===== src/rtl/ip_tx_tile_defs.sv =====
// Shared definitions for the IP TX tile ingress path: widths, NoC header and
// metadata flit layouts, and the ingress FSM state encoding.
package ip_tx_tile_defs;

  localparam int NOC_DATA_WIDTH  = 512;
  localparam int MAC_INTERFACE_W = 512;
  localparam int IP_ADDR_W       = 32;
  localparam int TOT_LEN_W       = 16;
  localparam int PROTOCOL_W      = 8;
  localparam int MAC_PADBYTES_W  = 6;
  localparam int MSG_TIMESTAMP_W = 64;
  localparam int MSG_LEN_W       = 16;
  localparam int FLIT_CNT_W      = 11;
  localparam int PAYLOAD_BYTES   = 64;
  localparam int NOC_HDR_W       = 64;
  localparam int META_W          = 152;

  // NoC header, occupying the top NOC_HDR_W bits of flit 0.
  typedef struct packed {
    logic [13:0]          dst_chip;
    logic [7:0]           dst_x;
    logic [7:0]           dst_y;
    logic [3:0]           fbits;
    logic [MSG_LEN_W-1:0] msg_len;   // flits following the header
    logic [7:0]           msg_type;
    logic [5:0]           rsvd;
  } noc_hdr_flit_t;

  // Send-request metadata, occupying the top META_W bits of flit 1.
  typedef struct packed {
    logic [IP_ADDR_W-1:0]       src_ip;
    logic [IP_ADDR_W-1:0]       dst_ip;
    logic [TOT_LEN_W-1:0]       data_len;
    logic [PROTOCOL_W-1:0]      protocol;
    logic [MSG_TIMESTAMP_W-1:0] timestamp;
  } ip_tx_meta_flit_t;

  typedef enum logic [1:0] {
    RD_HDR  = 2'd0,
    RD_META = 2'd1,
    HDR_OUT = 2'd2,
    DATA    = 2'd3
  } ip_tx_in_state_e;

endpackage


===== src/rtl/ip_tx_len_calc.sv =====
// Payload flit count and trailing pad bytes derived from the byte length.
// Purely combinational.
module ip_tx_len_calc
  import ip_tx_tile_defs::*;
(
  input  logic [TOT_LEN_W-1:0]      data_len_i,
  output logic [FLIT_CNT_W-1:0]     payload_flits_o,
  output logic [MAC_PADBYTES_W-1:0] padbytes_o
);

  // Ceiling division by 64 done in 17 bits so 0xFFFF does not wrap.
  assign payload_flits_o = FLIT_CNT_W'(({1'b0, data_len_i} + 17'd63) >> 6);

  // A length that is a multiple of 64 fills the last flit completely.
  assign padbytes_o = MAC_PADBYTES_W'(7'(PAYLOAD_BYTES) - {1'b0, data_len_i[5:0]});

endmodule


===== src/rtl/ip_tx_noc_in.sv =====
// IP TX tile NoC ingress: header flit + metadata flit -> one header
// transaction, then payload flits passed straight through with last/padbytes.
// Optional macro IP_TX_IN_LEN_CHECK_EN enables the sticky msg_len check.
module ip_tx_noc_in
  import ip_tx_tile_defs::*;
#(
  parameter int DATA_W = NOC_DATA_WIDTH
) (
  input  logic                       clk,
  input  logic                       rst,
  input  logic                       noc0_ctovr_ip_tx_in_val,
  input  logic [DATA_W-1:0]          noc0_ctovr_ip_tx_in_data,
  output logic                       ip_tx_in_noc0_ctovr_rdy,
  output logic                       ip_tx_in_ip_to_stream_hdr_val,
  output logic [IP_ADDR_W-1:0]       ip_tx_in_ip_to_stream_src_ip,
  output logic [IP_ADDR_W-1:0]       ip_tx_in_ip_to_stream_dst_ip,
  output logic [TOT_LEN_W-1:0]       ip_tx_in_ip_to_stream_data_len,
  output logic [PROTOCOL_W-1:0]      ip_tx_in_ip_to_stream_protocol,
  output logic [MSG_TIMESTAMP_W-1:0] ip_tx_in_ip_to_stream_timestamp,
  input  logic                       ip_to_stream_ip_tx_in_hdr_rdy,
  output logic                       ip_tx_in_ip_to_stream_data_val,
  output logic [DATA_W-1:0]          ip_tx_in_ip_to_stream_data,
  output logic                       ip_tx_in_ip_to_stream_data_last,
  output logic [MAC_PADBYTES_W-1:0]  ip_tx_in_ip_to_stream_data_padbytes,
  input  logic                       ip_to_stream_ip_tx_in_data_rdy,
  output logic                       ip_tx_in_len_err
);

  ip_tx_in_state_e            state_q;
  logic [IP_ADDR_W-1:0]       src_ip_q;
  logic [IP_ADDR_W-1:0]       dst_ip_q;
  logic [TOT_LEN_W-1:0]       data_len_q;
  logic [PROTOCOL_W-1:0]      protocol_q;
  logic [MSG_TIMESTAMP_W-1:0] timestamp_q;
  logic [MAC_PADBYTES_W-1:0]  pad_q;
  logic [FLIT_CNT_W-1:0]      cnt_q;

  ip_tx_meta_flit_t           meta_flit;
  logic [FLIT_CNT_W-1:0]      meta_flits;
  logic [MAC_PADBYTES_W-1:0]  meta_pad;
  logic                       in_data;
  logic                       is_last;

  assign meta_flit = noc0_ctovr_ip_tx_in_data[DATA_W-1 -: META_W];

  ip_tx_len_calc u_len_calc (
    .data_len_i      (meta_flit.data_len),
    .payload_flits_o (meta_flits),
    .padbytes_o      (meta_pad)
  );

`ifdef IP_TX_IN_LEN_CHECK_EN
  noc_hdr_flit_t        hdr_flit;
  logic [MSG_LEN_W-1:0] msg_len_q;
  logic                 len_err_q;
  logic                 unused_hdr_bits;

  assign hdr_flit        = noc0_ctovr_ip_tx_in_data[DATA_W-1 -: NOC_HDR_W];
  assign unused_hdr_bits = ^{hdr_flit.dst_chip, hdr_flit.dst_x, hdr_flit.dst_y,
                             hdr_flit.fbits, hdr_flit.msg_type, hdr_flit.rsvd};
  assign ip_tx_in_len_err = len_err_q;
`else
  assign ip_tx_in_len_err = 1'b0;
`endif

  // Handshake outputs are gated by reset so nothing is accepted or offered
  // while the block is being reset.
  assign in_data = rst && (state_q == DATA);
  assign is_last = in_data && (cnt_q == FLIT_CNT_W'(1));

  assign ip_tx_in_noc0_ctovr_rdy = rst && ((state_q == RD_HDR) || (state_q == RD_META) ||
                                           (in_data && ip_to_stream_ip_tx_in_data_rdy));

  assign ip_tx_in_ip_to_stream_hdr_val   = rst && (state_q == HDR_OUT);
  assign ip_tx_in_ip_to_stream_src_ip    = src_ip_q;
  assign ip_tx_in_ip_to_stream_dst_ip    = dst_ip_q;
  assign ip_tx_in_ip_to_stream_data_len  = data_len_q;
  assign ip_tx_in_ip_to_stream_protocol  = protocol_q;
  assign ip_tx_in_ip_to_stream_timestamp = timestamp_q;

  // Payload is a zero-latency pass-through of the NoC flit.
  assign ip_tx_in_ip_to_stream_data_val      = in_data && noc0_ctovr_ip_tx_in_val;
  assign ip_tx_in_ip_to_stream_data          = noc0_ctovr_ip_tx_in_data;
  assign ip_tx_in_ip_to_stream_data_last     = is_last;
  assign ip_tx_in_ip_to_stream_data_padbytes = is_last ? pad_q : '0;

  // Message FSM: header flit, metadata flit, header offer, payload stream.
  always_ff @(posedge clk) begin
    if (!rst) begin
      state_q     <= RD_HDR;
      src_ip_q    <= '0;
      dst_ip_q    <= '0;
      data_len_q  <= '0;
      protocol_q  <= '0;
      timestamp_q <= '0;
      pad_q       <= '0;
      cnt_q       <= '0;
`ifdef IP_TX_IN_LEN_CHECK_EN
      msg_len_q   <= '0;
      len_err_q   <= 1'b0;
`endif
    end else begin
      case (state_q)
        RD_HDR: begin
          if (noc0_ctovr_ip_tx_in_val) begin
`ifdef IP_TX_IN_LEN_CHECK_EN
            msg_len_q <= hdr_flit.msg_len;
`endif
            state_q <= RD_META;
          end
        end
        RD_META: begin
          if (noc0_ctovr_ip_tx_in_val) begin
            src_ip_q    <= meta_flit.src_ip;
            dst_ip_q    <= meta_flit.dst_ip;
            data_len_q  <= meta_flit.data_len;
            protocol_q  <= meta_flit.protocol;
            timestamp_q <= meta_flit.timestamp;
            pad_q       <= meta_pad;
            cnt_q       <= meta_flits;
`ifdef IP_TX_IN_LEN_CHECK_EN
            // Length is still taken from data_len; the flag only reports.
            if (msg_len_q != MSG_LEN_W'(meta_flits) + MSG_LEN_W'(1)) begin
              len_err_q <= 1'b1;
            end
`endif
            state_q <= HDR_OUT;
          end
        end
        HDR_OUT: begin
          if (ip_to_stream_ip_tx_in_hdr_rdy) begin
            state_q <= (cnt_q != '0) ? DATA : RD_HDR;
          end
        end
        DATA: begin
          if (noc0_ctovr_ip_tx_in_val && ip_to_stream_ip_tx_in_data_rdy) begin
            cnt_q <= cnt_q - FLIT_CNT_W'(1);
            if (cnt_q == FLIT_CNT_W'(1)) begin
              state_q <= RD_HDR;
            end
          end
        end
        default: state_q <= RD_HDR;
      endcase
    end
  end

endmodule


===== config.mk =====
export PLATFORM = sky130hd
export DESIGN_NAME = ip_tx_noc_in
export DESIGN_NICKNAME = d
export VERILOG_FILES = /design/src/rtl/ip_tx_tile_defs.sv /design/src/rtl/ip_tx_len_calc.sv /design/src/rtl/ip_tx_noc_in.sv
export SDC_FILE = /design/constraint.sdc
export NUM_CORES = 1
export LEC_CHECK = 0
export CORE_AREA = 2 2 470 472
export CTS_CLUSTER_DIAMETER = 120
export DETAILED_ROUTE_END_ITERATION = 10
export DIE_AREA = 0 0 472 474
export PLACE_DENSITY = 0.32
export SLEW_MARGIN = 10
export SYNTH_ARGS = -nofsm -noshare
export SYNTH_HDL_FRONTEND = slang
export SYNTH_SLANG_ARGS = --single-unit
export TNS_END_PERCENT = 5

===== constraint.sdc =====
create_clock -name clk -period 1.65 [get_ports clk]
set_input_delay 0.33 -clock clk [delete_from_list [all_inputs] [get_ports clk]]
set_output_delay 0.33 -clock clk [all_outputs]
set_load 0.005 [all_outputs]

# Yosys cells after proc, flatten, opt, wreduce, memory -nomap -nowiden
# Cells that the tools add are included.
[classes]
n_mux = 11
addsub = 3
n_reduce_logical = 15
eq_ne = 9
[op_table]
columns = ["op", "n"]
rows = [
  ["11-bit two-way mux", 2],
  ["11-bit case mux with 2 select lines", 1],
  ["16-bit by 6-bit adder with 17-bit output (second input constant)", 1],
  ["2-bit two-way mux", 6],
  ["11-bit by 1-bit equality test with 1-bit output (second input constant)", 1],
  ["11-bit nonzero test", 1],
  ["11-bit by 1-bit subtractor with 11-bit output (second input constant)", 1],
  ["2-bit case mux with 4 select lines", 1],
  ["1-bit logical AND", 7],
  ["6-bit two-way mux", 1],
  ["2-bit != test (second input constant)", 3],
  ["1-bit by 6-bit subtractor with 6-bit output (first input constant)", 1],
  ["5-bit AND reduction", 1],
  ["2-bit equality test (second input constant)", 2],
  ["2-bit by 1-bit != test with 1-bit output (second input constant)", 2],
  ["3-bit AND reduction", 1],
  ["2-bit by 1-bit equality test with 1-bit output (second input constant)", 1],
  ["2-bit zero test", 1],
  ["1-bit logical OR", 2],
  ["2-bit AND reduction", 1],
  ["2-bit nonzero test", 1],
]
[totals]
in_bits = 517
word_cells = 46
out_inout_bits = 675
ff_bits = 171

# Longest topological paths before layout
[depth]
ltp_word = 5
mapped_depth = 8
ltp_nobuf = 6

# Cells and area by module
# From an unflattened synthesis, not the netlist that was laid out.
[unflattened]
cells_unflattened = 1361
hier_area_um2 = 10507.6
[modules_own_cells]
columns = ["mod", "instances", "area_each_um2", "cells_per_inst", "seq_area_each_um2"]
rows = [
  ["ip_tx_noc_in", 1, 10207.3, 1320, 3423.3],
  ["ip_tx_len_calc", 1, 300.3, 41, 0.0],
]

# Worst setup path after synthesis
# No wires, ideal clock.
[synth_timing]
path_kind = "register to output"
start = "register cnt_q[2]"
end = "output ip_tx_in_ip_to_stream_data_padbytes[0]"
arrival_ps = 1397
path_stages_with_launch = 5
required_time_ps = 1320
path_slack_ps = -77
n_path_buf = 0
cell_sequence = "dfxtp_1 -> nor4_4 -> nand4_2 -> nor3_2 -> and2_1"
[synth_via]
elab_chain_len = 3
[synth_lines]
columns = ["item", "line", "text"]
rows = [
  ["from (decl)", "ip_tx_noc_in.sv:36", "logic [FLIT_CNT_W-1:0] cnt_q;"],
  ["from (signal assigned)", "ip_tx_noc_in.sv:120", "cnt_q <= meta_flits;"],
  ["from (signal assigned)", "ip_tx_noc_in.sv:137", "cnt_q <= cnt_q - FLIT_CNT_W'(1);"],
  ["11-bit by 1-bit equality test with 1-bit output", "ip_tx_noc_in.sv:69", "assign is_last = in_data && (cnt_q == FLIT_CNT_W'(1));"],
  ["1-bit logical AND", "ip_tx_noc_in.sv:69", ""],
  ["via ip_tx_in_ip_to_stream_data_last", "ip_tx_noc_in.sv:23", "output logic ip_tx_in_ip_to_stream_data_last,"],
  ["6-bit two-way mux", "ip_tx_noc_in.sv:85", "assign ip_tx_in_ip_to_stream_data_padbytes = is_last ? pad_q : '0;"],
  ["to (decl)", "ip_tx_noc_in.sv:24", "output logic [MAC_PADBYTES_W-1:0] ip_tx_in_ip_to_stream_data_padbytes,"],
]
# The timed path passes the listed nets, and every way through them passes these cells.

# Worst setup path in the final report
[layout_timing]
start = "register cnt_q[5]"
end = "output ip_tx_in_ip_to_stream_data_padbytes[4]"
[layout_via]
elab_chain_len = 3
[layout_lines]
columns = ["item", "line"]
rows = [
  ["11-bit by 1-bit equality test with 1-bit output", "ip_tx_noc_in.sv:69"],
  ["1-bit logical AND", "ip_tx_noc_in.sv:69"],
  ["6-bit two-way mux", "ip_tx_noc_in.sv:85"],
]
# Every way passes these cells.

==> metrics.txt <==
# TYPE chip_impl_metric gauge
chip_impl_metric{name="mapped_nets",unit=""} 1872
chip_impl_metric{name="p_seq_frac",unit=""} 0.378
chip_impl_metric{name="max_freq",unit="GHz"} 0.406
chip_impl_metric{name="hpwl",unit="mm"} 89.1
chip_impl_metric{name="synthCells",unit=""} 1351
chip_impl_info{name="rsz_0062_raised_after_global_routing",value="true"} 1
chip_impl_metric{name="max_cap_violations",unit=""} 0
chip_impl_metric{name="num-fill-cells",unit=""} 25824
chip_impl_metric{name="grt_start_max_net_pins",unit=""} 66
chip_impl_metric{name="final_core_utilization",unit=""} 0.0758
chip_impl_metric{name="clock_sink_count",unit=""} 170
chip_impl_metric{name="synth.ff_latch_count",unit=""} 170
chip_impl_metric{name="grt_pass1_vias",unit=""} 9036
chip_impl_info{name="yosys_most_used_dff",value="sky130_fd_sc_hd__dfxtp_1"} 1
chip_impl_info{name="yosysTopAreaCell",value="sky130_fd_sc_hd__buf_4"} 1
chip_impl_info{name="crit_start",value="cnt_q[5]"} 1
chip_impl_metric{name="placed_area",unit="um^2"} 15900
chip_impl_metric{name="worst_reg2reg_path_depth",unit=""} 7
chip_impl_metric{name="drv_slew",unit=""} 0
chip_impl_metric{name="die_h",unit="um"} 474
chip_impl_metric{name="mapped_cell_area",unit="um^2"} 10400
chip_impl_metric{name="vdd_drop_max",unit="V"} 0.000879
chip_impl_metric{name="reg2reg_setup_slack",unit="ns"} -0.03
chip_impl_info{name="worstSetupEndpoint",value="ip_tx_in_ip_to_stream_data_padbytes[4]"} 1
chip_impl_metric{name="finalInstanceArea",unit="um^2"} 16600
chip_impl_metric{name="coreArea",unit="um^2"} 219000
chip_impl_metric{name="floorplan.io_pins",unit=""} 1192
chip_impl_metric{name="final_min_period_over_clock_period",unit=""} 1.49
chip_impl_metric{name="gp_congestion",unit=""} 0.738
chip_impl_info{name="clock_tree_from_tritoncts",value="done"} 1
chip_impl_metric{name="post-place-cells",unit=""} 4245
chip_impl_info{name="r2r-start",value="cnt_q[5]"} 1
chip_impl_metric{name="groute.usage.overall",unit=""} 0.0871
chip_impl_metric{name="synth.avg_cell_area",unit="um^2"} 7.70
chip_impl_metric{name="ys_seq_area_frac",unit=""} 0.327
chip_impl_metric{name="die-area",unit="um^2"} 224000
chip_impl_metric{name="timing.critical_path.arrival",unit="ns"} 2.13
chip_impl_metric{name="timing.final.ws_setup",unit="ns"} -0.815
chip_impl_metric{name="placement_rows",unit=""} 172
chip_impl_metric{name="vias_per_cell",unit=""} 2.15
chip_impl_metric{name="detail_route.drc_violations",unit=""} 0
chip_impl_info{name="synth_commonest_cells",value="sky130_fd_sc_hd__buf_4 (515), sky130_fd_sc_hd__nand2_1 (325), sky130_fd_sc_hd__dfxtp_1 (170)"} 1
chip_impl_info{name="most_common_cell_in_the_synthesized_netlist",value="sky130_fd_sc_hd__buf_4"} 1
chip_impl_metric{name="routed-via-count",unit=""} 9252
chip_impl_metric{name="count_of_flip_flops_with_a_built_in_enable_after_synthesis",unit=""} 0
chip_impl_metric{name="antenna_found_initial",unit=""} 93
chip_impl_metric{name="power_density",unit="nW/um^2"} 715
chip_impl_info{name="min_path_type",value="in2reg"} 1
chip_impl_metric{name="cts_made_buffers",unit=""} 17
chip_impl_metric{name="clk-insertion-delay-late",unit="ns"} 0.55
chip_impl_metric{name="initial_utilization",unit=""} 0.0476
chip_impl_metric{name="buffer_ports.inserted",unit=""} 470
chip_impl_metric{name="routed_wl_per_cell",unit="um"} 23.3
chip_impl_metric{name="p_leak",unit="nW"} 6.02
chip_impl_info{name="cts_root_buf",value="sky130_fd_sc_hd__clkbuf_16"} 1
chip_impl_metric{name="power.share.clock",unit=""} 0.390
chip_impl_metric{name="areaGrowthSynthToFinish",unit="%"} 59.3
chip_impl_metric{name="yosys_warning_total",unit=""} 0
chip_impl_metric{name="drt-pass1-iter-count",unit=""} 4
chip_impl_info{name="run_status",value="finished, violations left"} 1
chip_impl_metric{name="drt_first_iter_violations",unit=""} 351
chip_impl_metric{name="share_comb_of_total_power",unit=""} 0.232
chip_impl_info{name="regToRegEndpoint",value="cnt_q[10]"} 1
chip_impl_metric{name="asyncSetResetFlopFracSynth",unit=""} 0
chip_impl_info{name="setup.worst_path.start_class",value="flop"} 1
chip_impl_info{name="violations",value="setup timing"} 1
chip_impl_metric{name="internal-power",unit="W"} 0.00774
chip_impl_metric{name="chipWidth",unit="um"} 472
chip_impl_metric{name="worstPathMaxFanout",unit=""} 4
chip_impl_metric{name="final_cell_count_no_fill",unit=""} 4306
chip_impl_metric{name="grt_pass1_wl",unit="mm"} 119
chip_impl_metric{name="sw_frac_of_total",unit=""} 0.347
chip_impl_metric{name="synth.distinct_cells",unit=""} 55
chip_impl_metric{name="postRouteAntennaNets",unit=""} 0
chip_impl_metric{name="timing.final.crit_period",unit="ns"} 2.46
chip_impl_metric{name="reg_clk_slew_reported_paths",unit="ns"} 0.10
chip_impl_metric{name="report.final.hold_viol_count",unit=""} 0
chip_impl_metric{name="clock-skew-final",unit="ns"} 0.0298
chip_impl_metric{name="netlist.area_leader.share",unit=""} 0.371
chip_impl_info{name="worst-setup-path-type",value="reg2out"} 1
chip_impl_info{name="leading_post_synthesis_cells_by_cell_area",value="sky130_fd_sc_hd__buf_4 (37%), sky130_fd_sc_hd__dfxtp_1 (33%), sky130_fd_sc_hd__nand2_1 (12%)"} 1
chip_impl_metric{name="post_route_cells_drive_above_1_share",unit=""} 0.205
chip_impl_metric{name="h-tree-depth",unit=""} 4
chip_impl_metric{name="net_count_final",unit=""} 1920
chip_impl_metric{name="clock_path_buffers",unit=""} 2
chip_impl_metric{name="switching_power",unit="W"} 0.00411
chip_impl_metric{name="routed_wl",unit="mm"} 100
chip_impl_metric{name="required",unit="ns"} 1.32
chip_impl_metric{name="grt.overflow.total",unit=""} 0
chip_impl_metric{name="dp_slack",unit="ns"} -0.654
chip_impl_metric{name="power",unit="W"} 0.0119
chip_impl_info{name="timing.critical_path.to_type",value="primary output"} 1
chip_impl_metric{name="setup_violations",unit=""} 12
-- logic make-up (layout without fill, tap and decap cells) --
kind of cell               count (synthesis)  in the layout  synth area share
AOI/OAI and AO/OA                        202            202             0.107
xor gates and xnor gates                   9              9           0.00757
adders and majority gates                  4              4           0.00481
buffers and inverters                    580            641             0.398
DFF                                      170            170             0.327
muxes                                      2              2           0.00204
other                                      1             24          0.000360
and+or+nand+nor                          383            383             0.154
-- power by group through the flow --
stage,clock [W],sequential (W),combinational (W)
after floorplan,0,0.00458,0.00175
after global placement,0,0.00456,0.00297
after detailed placement,0,0.00457,0.00296
after CTS,0.00499,0.00448,0.00279
after global routing,0.00506,0.00451,0.00300
final,0.00463,0.00448,0.00275
-- how the worst min path moves through the flow --
stage / endpoint / depth (start not counted) / start
global route: ip_tx_in_ip_to_stream_timestamp[52] / 3 / noc0_ctovr_ip_tx_in_data[412]
CTS: ip_tx_in_ip_to_stream_dst_ip[5] / 3 / noc0_ctovr_ip_tx_in_data[453]
finish: ip_tx_in_ip_to_stream_dst_ip[5] / 3 / noc0_ctovr_ip_tx_in_data[453]
global placement: ip_tx_in_ip_to_stream_dst_ip[15] / 2 / ip_tx_in_ip_to_stream_dst_ip[15]
detailed placement: ip_tx_in_ip_to_stream_timestamp[48] / 2 / ip_tx_in_ip_to_stream_timestamp[48]
floorplan: pad_q[2] / 2 / pad_q[2]
-- worst max-delay path: stages, from the launching register on --
cell and delay, ns:
sky130_fd_sc_hd__dfxtp_4 0.35, sky130_fd_sc_hd__nor4_4 0.36, sky130_fd_sc_hd__nand4_2 0.21, sky130_fd_sc_hd__nor3_4 0.24, sky130_fd_sc_hd__buf_12 0.17, sky130_fd_sc_hd__and2_4 0.17
sky130_fd_sc_hd__buf_12 0.09
-- cells in the final DEF, fill, tap and decap left out, types with 3 or more instances in the layout --
cell type / count
sky130_fd_sc_hd__dlymetal6s2s_1: 17
sky130_fd_sc_hd__nand3_1: 6
sky130_fd_sc_hd__clkbuf_16: 17
sky130_fd_sc_hd__xor2_1: 4
sky130_fd_sc_hd__nor2_1: 8
sky130_fd_sc_hd__nor4_4: 3
sky130_fd_sc_hd__ha_1: 3
sky130_fd_sc_hd__xnor2_1: 5
sky130_fd_sc_hd__dlygate4sd2_1: 275
sky130_fd_sc_hd__nand2_2: 7
sky130_fd_sc_hd__nand2_1: 317
sky130_fd_sc_hd__buf_6: 23
sky130_fd_sc_hd__inv_8: 5
sky130_fd_sc_hd__and2_4: 7
sky130_fd_sc_hd__nor3_4: 3
sky130_fd_sc_hd__a21oi_2: 8
sky130_fd_sc_hd__nor3_1: 4
sky130_fd_sc_hd__clkdlybuf4s15_2: 5
sky130_fd_sc_hd__o22ai_1: 3
sky130_fd_sc_hd__buf_12: 26
sky130_fd_sc_hd__buf_4: 95
sky130_fd_sc_hd__dfxtp_1: 116
sky130_fd_sc_hd__nand4_1: 4
sky130_fd_sc_hd__o21ai_0: 8
sky130_fd_sc_hd__dfxtp_2: 52
sky130_fd_sc_hd__clkdlybuf4s50_1: 154
sky130_fd_sc_hd__clkinvlp_4: 4
sky130_fd_sc_hd__diode_2: 23
sky130_fd_sc_hd__inv_1: 8
sky130_fd_sc_hd__inv_6: 3
sky130_fd_sc_hd__a31oi_1: 4
sky130_fd_sc_hd__a21oi_1: 158
-- layer usage --
metal	wire, um	vias up	GRT usage	share of wire
li1	-	3930	-	-
met3	22800	412	0.0893	0.23
met5	440	-	0.00346	0.0044
met1	24600	4006	0.0619	0.24
met4	7840	44	0.0611	0.078
met2	44800	860	0.137	0.45
-- registers in the layout, summed over array words and instances, names as in the netlist --
register,count
ip_tx_in_ip_to_stream_data_len,16
ip_tx_in_ip_to_stream_dst_ip,32
ip_tx_in_ip_to_stream_src_ip,32
pad_q,5
cnt_q,11
ip_tx_in_ip_to_stream_timestamp,64
ip_tx_in_ip_to_stream_protocol,8
state_q,2
-- layout make-up --
cell class,instances,area (um^2),area share
repair buffers,599,5780,0.349
well taps,2871,3590,0.217
flip-flops and latches,170,3480,0.210
multi-input cells,601,3070,0.185
clock buffers,18,429,0.0259
clock inverters,14,131,0.00792
diodes,23,57.6,0.00347
inverters,10,47.5,0.00287
-- repair_timing --
item | CTS | global route
setup buffers | 4 | 4
resized for setup | 406 | 54
hold buffers | 0 | 0
endpoints found under the setup margin | 296 | 164
gates cloned | 0 | 0
hold endpoints to repair | 0 | 0
pin swaps | 12 | 11
-- per-stage QoR --
step           hold WS (ns)  TNS [ns]
3_5_place_dp          0.446    -84.12
2_1_floorplan         0.427    -0.106
4_1_cts               0.112     -8.96
6_report              0.196     -5.77
5_1_grt               0.155     -8.88
3_3_place_gp          0.442    -83.88
Note: power is estimated with default switching activity, not from simulation.
